--- src/rtl/gtf_rxlock_pkg.sv ---
// gtf_rxlock_pkg: shared constants for the GTF RX marker lock stage.
// State encoding, stats counter widths, default lock/unlock thresholds.
package gtf_rxlock_pkg;

  typedef enum logic [1:0] {
    HUNT   = 2'd0,
    VERIFY = 2'd1,
    LOCKED = 2'd2,
    RSVD   = 2'd3
  } lock_st_e;

  localparam int unsigned MISS_W = 16;
  localparam int unsigned LOSS_W = 8;

  localparam int unsigned LOCK_CNT_DEF   = 4;
  localparam int unsigned UNLOCK_CNT_DEF = 3;

endpackage

--- src/rtl/gtf_sat_cnt.sv ---
// gtf_sat_cnt: W-bit saturating incrementer, sync active-low clear.
// Ports: clk, clr_n (clear), inc (count enable), cnt (count, holds at all-ones).
module gtf_sat_cnt #(
  parameter int unsigned W = 16
) (
  input  logic         clk,
  input  logic         clr_n,
  input  logic         inc,
  output logic [W-1:0] cnt
);

  always_ff @(posedge clk) begin
    if (!clr_n) begin
      cnt <= '0;
    end else if (inc && !(&cnt)) begin
      cnt <= cnt + W'(1);
    end
  end

endmodule

--- src/rtl/gtf_ch_rxmarker_lock.sv ---
// gtf_ch_rxmarker_lock: confirms periodic sync markers, declares/drops lock.
// In: gtf_rxusrclk2_out, gtwiz_reset_rx_sync_n, sync_det_in, rxrawdata_in.
// Out: rxrawdata_out, marker_valid, locked, lock_state, miss_cnt,
//      spurious_cnt, lock_loss_cnt (stats need GTF_RXLOCK_STATS_EN, else 0).
module gtf_ch_rxmarker_lock
  import gtf_rxlock_pkg::*;
#(
  parameter int unsigned MARKER_PERIOD = 64,
  parameter int unsigned LOCK_CNT      = LOCK_CNT_DEF,
  parameter int unsigned UNLOCK_CNT    = UNLOCK_CNT_DEF
) (
  input  logic              gtf_rxusrclk2_out,
  input  logic              gtwiz_reset_rx_sync_n,
  input  logic              sync_det_in,
  input  logic [15:0]       rxrawdata_in,
  output logic [15:0]       rxrawdata_out,
  output logic              marker_valid,
  output logic              locked,
  output logic [1:0]        lock_state,
  output logic [MISS_W-1:0] miss_cnt,
  output logic [MISS_W-1:0] spurious_cnt,
  output logic [LOSS_W-1:0] lock_loss_cnt
);

  localparam int unsigned PW =
    (MARKER_PERIOD > 1) ? $clog2(MARKER_PERIOD) : 1;
  localparam logic [PW-1:0] LAST = PW'(MARKER_PERIOD - 1);
  localparam logic [3:0] LOCK_N = 4'(LOCK_CNT);
  localparam logic [3:0] UNLK_N = 4'(UNLOCK_CNT);

  lock_st_e      st_q, st_d;
  logic [PW-1:0] ph_q, ph_d;
  logic [3:0]    good_q, good_d;
  logic [3:0]    bad_q, bad_d;
  logic          slot;
  logic          hit;
  logic          mv_d;

  assign slot = (ph_q == LAST);
  assign hit  = slot && sync_det_in;

  always_ff @(posedge gtf_rxusrclk2_out) begin
    if (!gtwiz_reset_rx_sync_n) begin
      st_q   <= HUNT;
      ph_q   <= '0;
      good_q <= '0;
      bad_q  <= '0;
    end else begin
      st_q   <= st_d;
      ph_q   <= ph_d;
      good_q <= good_d;
      bad_q  <= bad_d;
    end
  end

  // Phase free-runs modulo the period; only HUNT/VERIFY re-reference it.
  always_comb begin
    st_d   = st_q;
    good_d = good_q;
    bad_d  = bad_q;
    ph_d   = slot ? '0 : ph_q + PW'(1);
    case (st_q)
      HUNT: begin
        if (sync_det_in) begin
          st_d   = VERIFY;
          ph_d   = '0;
          good_d = 4'd1;
        end
      end
      VERIFY: begin
        if (hit) begin
          good_d = good_q + 4'd1;
          if (good_q + 4'd1 == LOCK_N) begin
            st_d  = LOCKED;
            bad_d = '0;
          end
        end else if (sync_det_in) begin
          ph_d   = '0;
          good_d = 4'd1;
        end else if (slot) begin
          st_d = HUNT;
        end
      end
      LOCKED: begin
        if (hit) begin
          bad_d = '0;
        end else if (slot) begin
          bad_d = bad_q + 4'd1;
          if (bad_q + 4'd1 == UNLK_N) begin
            st_d = HUNT;
          end
        end
      end
      default: st_d = HUNT;
    endcase
  end

  always_comb begin
    mv_d = (st_q == LOCKED) && hit;
  end

  assign locked     = (st_q == LOCKED);
  assign lock_state = st_q;

  always_ff @(posedge gtf_rxusrclk2_out) begin
    if (!gtwiz_reset_rx_sync_n) begin
      marker_valid  <= 1'b0;
      rxrawdata_out <= '0;
    end else begin
      marker_valid  <= mv_d;
      rxrawdata_out <= rxrawdata_in;
    end
  end

`ifdef GTF_RXLOCK_STATS_EN
  logic in_lk;
  logic miss_ev;
  logic spur_ev;
  logic loss_ev;

  assign in_lk   = (st_q == LOCKED);
  assign miss_ev = in_lk && slot && !sync_det_in;
  assign spur_ev = in_lk && !slot && sync_det_in;
  assign loss_ev = miss_ev && (bad_q + 4'd1 == UNLK_N);

  gtf_sat_cnt #(.W(MISS_W)) u_miss (
    .clk   (gtf_rxusrclk2_out),
    .clr_n (gtwiz_reset_rx_sync_n),
    .inc   (miss_ev),
    .cnt   (miss_cnt)
  );

  gtf_sat_cnt #(.W(MISS_W)) u_spur (
    .clk   (gtf_rxusrclk2_out),
    .clr_n (gtwiz_reset_rx_sync_n),
    .inc   (spur_ev),
    .cnt   (spurious_cnt)
  );

  gtf_sat_cnt #(.W(LOSS_W)) u_loss (
    .clk   (gtf_rxusrclk2_out),
    .clr_n (gtwiz_reset_rx_sync_n),
    .inc   (loss_ev),
    .cnt   (lock_loss_cnt)
  );
`else
  assign miss_cnt      = '0;
  assign spurious_cnt  = '0;
  assign lock_loss_cnt = '0;
`endif

endmodule
--- config.mk ---
export PLATFORM = sky130hd
export DESIGN_NAME = gtf_ch_rxmarker_lock
export DESIGN_NICKNAME = d
export VERILOG_FILES = /design/src/rtl/gtf_rxlock_pkg.sv /design/src/rtl/gtf_sat_cnt.sv /design/src/rtl/gtf_ch_rxmarker_lock.sv
export SDC_FILE = /design/constraint.sdc
export NUM_CORES = 1
export LEC_CHECK = 0
export ABC_AREA = 1
export CORE_MARGIN = 3
export CORE_UTILIZATION = 37
export DETAILED_ROUTE_END_ITERATION = 12
export PLACE_DENSITY_LB_ADDON = 0.15
export REMOVE_ABC_BUFFERS = 1
export SYNTH_ARGS = -nofsm -noshare
export SYNTH_HDL_FRONTEND = slang
export SYNTH_SLANG_ARGS = --single-unit
export TNS_END_PERCENT = 20
--- constraint.sdc ---
create_clock -name gtf_rxusrclk2_out -period 1.55 [get_ports gtf_rxusrclk2_out]
set_clock_uncertainty 0.15 [all_clocks]
set_input_delay 0.465 -clock gtf_rxusrclk2_out [delete_from_list [all_inputs] [get_ports gtf_rxusrclk2_out]]
set_output_delay 0.465 -clock gtf_rxusrclk2_out [all_outputs]
set_load 0.01 [all_outputs]
# Word level (Yosys, flattened, before mapping)
# Cells that the tools add are included.
dict set report word_totals {
  mem_bits_rw 0
  output_inout_bits 60
  latchBits 0
  romBits 0
  mem_count 0
  ff_bits 33
  word_cells 52
  in_bits 19
}
dict set report classes {
  muxes 21
  n_lt_le_gt_ge 0
  eq_ne 15
  n_bitwise 0
  multipliers 0
  div 0
  shift 0
  reduce_logical 7
  n_addsub 3
}
# cell n
set ops {}
lappend ops {{$mux 4} 6}
lappend ops {{$mux 6} 3}
lappend ops {{$mux 2} 8}
lappend ops {{$pmux 4 s2} 2}
lappend ops {{$pmux 6 s2} 1}
lappend ops {{$ne 3x3->1 const B} 3}
lappend ops {{$add 4x1->4 const B} 2}
lappend ops {{$ne 2x2->1 const B} 4}
lappend ops {{$reduce_and 7->1} 1}
lappend ops {{$add 6x1->6 const B} 1}
lappend ops {{$eq 6x6->1 const B} 1}
lappend ops {{$pmux 2 s3} 1}
lappend ops {{$eq 4x2->1 const B} 1}
lappend ops {{$eq 4x3->1 const B} 1}
lappend ops {{$ne 2x1->1 const B} 2}
lappend ops {{$reduce_and 4->1} 1}
lappend ops {{$reduce_bool 2->1} 2}
lappend ops {{$ne 3x1->1 const B} 1}
lappend ops {{$eq 2x1->1 const B} 1}
lappend ops {{$eq 2x2->1 const B} 1}
lappend ops {{$logic_and 1x1->1} 2}
lappend ops {{$logic_not 2->1} 1}

# Depth between registers and ports, before layout
# Gate-level depths: netlist of run 1.
dict set report logic_depth {
  word_depth 6
  depth_mapped 11
  depth_no_buf 11
}

# Worst setup path before layout of run 1
# OpenSTA, ideal clock, no wires.
dict set report synth_timing {
  kind {register to register}
  startpoint {register st_q[0] (netlist: lock_state[0])}
  endpoint {register st_q[0] (netlist: lock_state[0])}
  path_slack_ps 0
  synth_period_minus_slack_ps 1550
  path_buffers 0
  path_stages_with_launch 9
  arrival_time_ps 1287
  required_ps 1287
  setup_ps 113
  path_cell_list {dfxtp_1 > inv_1 > ha_1 > inv_1 > a21oi_1 > nor2_1 > nand3_2 > nor2_1 > nor2_1}
}
dict set report synth_via {
  elab_chain_cells 3
  elab_cells_between_ends 12
  classes_between {9 x eq/ne; 1 x mux; 2 x reduce/logical}
}
# element line
set synth_lines {}
lappend synth_lines {{from (decl)} gtf_ch_rxmarker_lock.sv:31} ;# lock_st_e st_q, st_d;
lappend synth_lines {{from (signal assigned)} gtf_ch_rxmarker_lock.sv:49} ;# st_q <= st_d;
lappend synth_lines {{$eq 2x2->1 *} n/a}
lappend synth_lines {{via locked} gtf_ch_rxmarker_lock.sv:18} ;# output logic locked,
lappend synth_lines {{$ne 2x1->1 (no line) or $ne 2x2->1 (tied branches)} n/a}
lappend synth_lines {{$reduce_and 7->1 (no line)} n/a}
# Mark *: on every way through the listed nets, which the timed path passes. The rest lies on a longest branch.
# A chain may end at the register's enable or synchronous reset.

# Worst setup path after layout of run 1
dict set report layout_timing {
  startpoint {input port sync_det_in}
  endpoint {register bad_q[1]}
}
dict set report layout_via {
  elab_chain_cells 3
  elab_cells_between_ends 6
  classes_between {2 x eq/ne; 2 x mux; 2 x reduce/logical}
}
# element line
set layout_lines {}
lappend layout_lines {{from (decl)} gtf_ch_rxmarker_lock.sv:14} ;# input logic sync_det_in,
lappend layout_lines {{$logic_and 1x1->1 *} gtf_ch_rxmarker_lock.sv:40} ;# assign hit = slot && sync_det_in;
lappend layout_lines {{$ne 3x1->1 (no line), or another cell as far along} n/a}
lappend layout_lines {{$reduce_and 4->1 (no line) or $pmux 4 s2 (tied branches)} n/a}
lappend layout_lines {{to (signal assigned)} gtf_ch_rxmarker_lock.sv:47} ;# bad_q <= '0;
lappend layout_lines {{to (signal assigned)} gtf_ch_rxmarker_lock.sv:52} ;# bad_q <= bad_d;
lappend layout_lines {{to (decl)} gtf_ch_rxmarker_lock.sv:34} ;# logic [3:0] bad_q, bad_d;
# Every way passes the cells marked *; elsewhere a longest branch is shown, timed or not.

==> results of run 1 <==
==> power groups by stage <==
stage               Sequential, W  Clock [W]  Combinational [W]
floorplan                 0.00104          0           0.000508
global route              0.00105   0.000895            0.00124
CTS                       0.00102   0.000868           0.000920
finish                    0.00104   0.000839            0.00111
detailed placement        0.00103          0           0.000920
global placement          0.00103          0           0.000921
==> stage by stage <==
step | setup TNS [ns] | hold WS, ns | setup slack, ns | power (W)
global placement | -4.86 | 0.315 | -0.348 | 0.00195
finish | -0.230 | 0.330 | -0.0710 | 0.00299
floorplan | -0.000193 | 0.280 | -0.0000967 | 0.00155
global route | -0.905 | 0.361 | -0.141 | 0.00318
CTS | -0.260 | 0.333 | -0.0642 | 0.00280
detailed placement | -5.13 | 0.323 | -0.342 | 0.00195
==> cell families (layout without fill, tap and decap cells) <==
group                    Yosys count  in the layout  share of synthesized area
other                              1             40                    0.00215
buffers and inverters             76            100                      0.250
AO/OA/AOI/OAI                     13             13                     0.0581
flip-flops                        33             33                      0.379
adder cells (fa/ha/maj)            7              7                     0.0502
AND/OR/NAND/NOR                   85             85                      0.240
XOR/XNOR                           4              4                     0.0201
==> sequential cells by signal, summed over array words and instances (netlist names) <==
name,count
ph_q,6
good_q,4
marker_valid,1
bad_q,4
rxrawdata_out,16
lock_state,2
==> metal layers <==
metal | vias to the layer above | GRT usage | share of wire
li1 | 715 | - | -
met1 | 602 | 0.140 | 0.43
met2 | 57 | 0.173 | 0.47
met3 | 6 | 0.0401 | 0.080
met4 | 0 | 0.0474 | 0.016
met5 | - | 0 | 0
==> worst max-delay path by stage <==
stage | start | end | cells past startpoint
5_1_grt | ph_q[1] | bad_q[1] | 8
2_1_floorplan | lock_state[0] | lock_state[0] | 8
3_3_place_gp | sync_det_in | bad_q[1] | 7
4_1_cts | ph_q[0] | bad_q[1] | 8
3_5_place_dp | sync_det_in | ph_q[2] | 6
6_report | sync_det_in | bad_q[1] | 7
==> cell type report <==
type,count,area (sq um),area share
clock buffers,7,86.3,0.0360
clock inverters,1,30.0,0.0125
inverters,33,126,0.0527
multi-input cells,149,901,0.376
flip-flops and latches,33,671,0.280
well taps,52,65.1,0.0271
repair buffers,59,519,0.216
==> synth_stat cells <==
cell type,count,area (sq um)
a211oi_1,1,7.51
a21boi_4,1,18.8
a21oi_1,4,20.0
a21oi_2,1,8.76
buf_2,1,5.00
buf_4,40,300
clkbuf_1,2,7.51
conb_1,1,3.75
dfxtp_1,33,661
ha_1,7,87.6
inv_1,33,124
nand2_1,40,150
nand2_4,4,45.0
nand3_1,12,60.1
nand3_2,3,30.0
nand4_1,2,12.5
nor2_1,18,67.6
nor2_4,3,33.8
nor3_1,1,5.00
nor3b_1,2,15.0
o211ai_1,1,7.51
o21ai_0,1,5.00
o21ai_1,1,5.00
o21ai_4,1,16.3
o22ai_1,2,12.5
xnor2_1,1,8.76
xor2_1,3,26.3
==> what timing repair did <==
item,in CTS,in global routing
setup endpoints to repair,35,16
resized for setup,42,30
setup buffers,0,1
pin swaps,2,9
==> critical path: stages <==
cell,delay [ns]
clkdlybuf4s50_1,0.49
buf_4,0.13
nand2_4,0.06
o21ai_4,0.24
nand2_4,0.10
o21ai_2,0.12
nor2_1,0.04
==> summary.md, run 1 <==
| Metric | Value |
|---|---|
| Status | finished with violations |
| Failing checks | negative setup slack |
| CTS sink cnt | 33 |
| #FFs+latches synth | 33 |
| Initial core utilization | 0.392 |
| Maxcap violations | 0 |
| CP Max Fanout | 5 |
| Sw power | approximately 0.00097 W |
| DRC errors left | 0 |
| Total CTS buffers | 5 |
| Combinational Power Share | 0.372 |
| Most frequent cells in the layout | conb_1, nand2_1, inv_1, dfxtp_1 |
| Hold Vio Cnt, Final | 0 |
| Seq pwr share | 0.347 |
| Min-delay src | good_q[1] |
| Pre-antenna DRT Iters | 4 |
| TritonCTS clock tree | yes |
| Critical path startpoint category | input pin |
| Placed cell count | about 330 |
| Warnings, synthesis | 0 |
| Hold Crit Class | reg2reg |
| Die Wd | roughly 75 microns |
| CTS hold repair buffers | 0 |
| Synth-to-Final Area Change | 37.5% |
| Antenna cells | 0 |
| Routed WL per cell | around 10 microns |
| Worst-path clk slew | ~0.070 ns |
| Buffers on Ports | 38 |
| Final Cell Area | roughly 2400 sq um |
| Post-DRT Antenna Nets | 0 |
| H-tree depth | 2 |
| Distinct cells, synth | 27 |
| WP data required | approximately 1.6 ns |
| Final Net Count | just over 300 |
| First-pass GRT wire length | around 4.7 mm |
| Routed wire length | 3.37 mm |
| Sequential share of the synthesized area | 0.379 |
| Final setup violating endpoints | 7 |
| GP Congestion | ~0.80 |
| Cell Count, Final, Fillers Out | about 330 |
| Iter 0 DRT Violations | 27 |
| Ports | between 70 and 80 |
| Post-route setup slack | -0.0710 ns |
| Share of layout cells above drive strength 1 | 0.262 |
| Fmax | a little over 0.6 GHz |
| Die Y | approximately 75 microns |
| Post-DP HPWL | 2.48 mm |
| Core ar. | 4440 sq um |
| Cell internal pwr | 0.00202 W |
| Pleak | between 1 and 1.5 nW |
| Clock power share | 0.280 |
| Filler Cell Count | ~430 |
| Post-layout util | 0.540 |
| Via count | ~1400 |
| Root Buffer | clkbuf_8 |
| Peak VDD IR | 0.000582 V |
| Row cnt | 24 |
| CTS max path bufs | 2 |
| Reg2reg end | bad_q[1] |
| R2R Setup Slk | -0.07 ns |
| WHS Endpoint | good_q[1] |
| Pin count of the biggest net entering global routing | 25 |
| CP endpoint kind | flip-flop |
| Max-slew violation count | 0 |
| Crit path kind | in2reg |
| Post-synthesis cell count | about 220 |
| Fin crit share | 1.05 |
| Mapped cell area | 1740 sq um |
| Vias/cell | about 4.1 |
| DIE AREA | between 5000 and 6000 sq um |
| Commonest non-fill, non-tap cell in the layout | conb_1 |
| Worst EP arrival | 1.65 ns |
| Clk_lat worst skew | roughly 0.28 ns |
| GRT Util Overall | 0.111 |
| Reg2reg start | ph_q[1] |
| RSZ-0062 raised after global routing | yes |
| Reg2Reg Depth | 8 |
| Hold path depth | 2 |
| Antenna violations before repair | 0 |
| Switching portion of total power | 0.325 |
| DP Area | 2170 sq um |
| PD cells | 1250 nW/um^2 |
| Syn avg cell area | ~8 sq um |
| Vias in the first global route | between 1000 and 1500 |
| Final Critical Period | 1.62 ns |
| Congestion Overflow GR | 0 |
Power figures use the tool's default switching activity.
==> inputs of run 2 (changes only) <==
Settings changed: TNS_END_PERCENT 20 to not set.
==> run 2 against run 1 <==
  * The flow still finishes with violations (negative setup slack)
  * Sequential share of layout area is essentially flat
  * Non-clock buffer count grew 2
  * Worst setup slack gained 0.031 ns
  * Total power shrank 0.83%
  * Register-to-register slack gained 0.03 ns
  * Wire length grew 2.2%
  * Largest power group unchanged
==> summary.md, run 2 (synthesis results as in run 1) <==
| Metric | Value |
|---|---|
| GRT Util Overall | 0.117 (+0.00533) |
| Via count | 1381 (+0.072%) |
| Buffers on Ports | 38 (unchanged) |
| DRC errors left | 0 (unchanged) |
| Ports | 79 (unchanged) |
| Core ar. | 4440 sq um (unchanged) |
| CP endpoint kind | output port |
| Routed wire length on met3 | 275 microns (+2.2%) |
| DIE AREA | 5570 sq um (unchanged) |
| Fmax | 0.629 GHz (+2.0%) |
| Die Wd | 74.7 microns (unchanged) |
| Congestion Overflow GR | 0 (unchanged) |
| Post-DRT Antenna Nets | 0 (unchanged) |
| CTS hold repair buffers | 0 (unchanged) |
| Failing checks | negative setup slack |
| Maxcap violations | 0 (unchanged) |
| Uppermost layer routed | met4 |
| Post-DP HPWL | 2.48 mm (unchanged) |
| Reg2reg start | ph_q[0] |
| Final Critical Period | 1.59 ns (-0.0314 ns) |
| Initial core utilization | 0.392 (unchanged) |
| Antenna cells | 0 (unchanged) |
| Pre-CTS WS | -0.342 ns (unchanged) |
| Share of layout cells above drive strength 1 | 0.264 (+0.00167) |
| GP Congestion | 0.795 (unchanged) |
| Pleak | 1.26 nW (+1.1%) |
| H-tree depth | 2 (unchanged) |
| Hold Crit Class | reg2reg |
| Final setup violating endpoints | 5 (-2) |
| RSZ-0062 raised after global routing | yes |
| WP data required | 0.93 ns (-0.65 ns) |
| CP Max Fanout | 2 (-3) |
| Worst-path clk slew | 0.07 ns (about the same) |
| Row cnt | 24 (unchanged) |
| Hold slack | 0.331 ns (+0.000954 ns) |
| Hold Vio Cnt, Final | 0 (unchanged) |
| Crit path kind | reg2out |
| Largest Register | rxrawdata_out |
| Root Buffer | clkbuf_8 |
| Antenna violations before repair | 0 (unchanged) |
| Multi-input gate area | 886 sq um (-1.7%) |
| Filler Cell Count | 429 (+0.23%) |
| Worst EP arrival | 0.97 ns (-0.68 ns) |
| Pin count of the biggest net entering global routing | 25 (unchanged) |
| Peak VDD IR | 0.000662 V (+14%) |
| Metal2 WL | 1.64 mm (+3.9%) |
| Vias/cell | 4.11 (-0.52%) |
| Wl on met1 | 1.50 mm (+2.5%) |
| Crit. Startpoint | lock_state[0] |
| Vias in the first global route | 1144 (+5.1%) |
| Routed wire length | 3.44 mm (+2.2%) |
| Critical path startpoint category | flip-flop |
| Synth-to-Final Area Change | 37.7% |
| Die Y | 74.7 microns (unchanged) |
| Most frequent cells in the layout | conb_1, nand2_1, inv_1 |
| Pre-antenna DRT Iters | 4 (unchanged) |
| Biggest regs | rxrawdata_out (16), ph_q (6) |
| Final Net Count | 309 (+0.65%) |
| First-pass GRT wire length | 4.92 mm (+5.2%) |
| Reg area | 671 sq um (unchanged) |
| Fin crit share | 1.03 (-0.0202) |
| Iter 0 DRT Violations | 37 (+37%) |
| CTS sink cnt | 33 (unchanged) |
| Clk_lat worst skew | 0.28 ns (about the same) |
| Status | finished with violations |
| Min-delay src | good_q[1] |
| TritonCTS clock tree | yes |
| Largest register FFs | 16 (unchanged) |
| Commonest non-fill, non-tap cell in the layout | conb_1 |
| PD cells | 1240 nW/um^2 (-0.93%) |
| Post-route setup slack | -0.0396 ns (+0.0314 ns) |
| Routed WL per cell | 10.2 microns (+1.6%) |
| Max-slew violation count | 0 (unchanged) |
| CTS max path bufs | 2 (unchanged) |
| Total CTS buffers | 5 (unchanged) |
[run 2: path summary, 6_finish.rpt]
check                           cells past startpoint  slack, ns        end
worst max-delay path                                3      -0.04     locked
worst min-delay path                                2       0.33  good_q[1]
worst max register to register                      8      -0.04   bad_q[1]
worst min register to register                      2       0.33  good_q[1]
[run 2: cell type report]
class,instances,share of cell area
Timing Repair Buffer,61,0.224
Clock inverter,1,0.0125
Sequential cell,33,0.279
Inverter,33,0.0526
Clock buffer,7,0.0360
Tap cell,52,0.0271
Multi-Input combinational cell,149,0.369
[run 2: per-stage QoR]
step / setup TNS, ns / std cells / util / power [W] / area [sq um]
global route: -0.863 / 336 / 0.540 / 0.00316 / 2400
floorplan: -0.000193 / 215 / - / 0.00155 / 1580
detailed placement: -5.13 / 325 / 0.489 / 0.00195 / 2170
finish: -0.0989 / 336 / 0.540 / 0.00297 / 2400
global placement: -4.86 / 325 / 0.489 / 0.00195 / 2170
CTS: -0.138 / 335 / 0.524 / 0.00286 / 2330
[run 2: repair_timing]
| item | CTS | global route |
|---|---|---|
| pin swaps | 10 | 8 |
| buffers inserted | 2 | 1 |
| resized for setup | 50 | 20 |
| gates cloned | 0 | 0 |
| setup endpoints to repair | 35 | 16 |
[run 2: critical path, stage by stage, from the launching register on]
cell and delay [ns]:
dfxtp_2 0.33, inv_2 0.06, ha_2 0.19, buf_6 0.10
[run 2: layer usage]
| layer | vias up | track usage |
|---|---|---|
| li1 | 717 | - |
| met1 | 607 | 0.144 |
| met2 | 55 | 0.186 |
| met3 | 2 | 0.0401 |
| met4 | 0 | 0.0474 |
| met5 | - | 0 |
[run 2: power by group]
group / switching [W] / total, W / internal, W
sequential: 0.0000797 / 0.00104 / 0.000961
clock: 0.000313 / 0.000837 / 0.000524
combinational: 0.000566 / 0.00109 / 0.000524
==> inputs of run 3 (changes only) <==
Settings changed: CAP_MARGIN set to 15.
==> results of run 3 <==
Same layout as run 2: the final DEF is identical, and so are final timing and power.
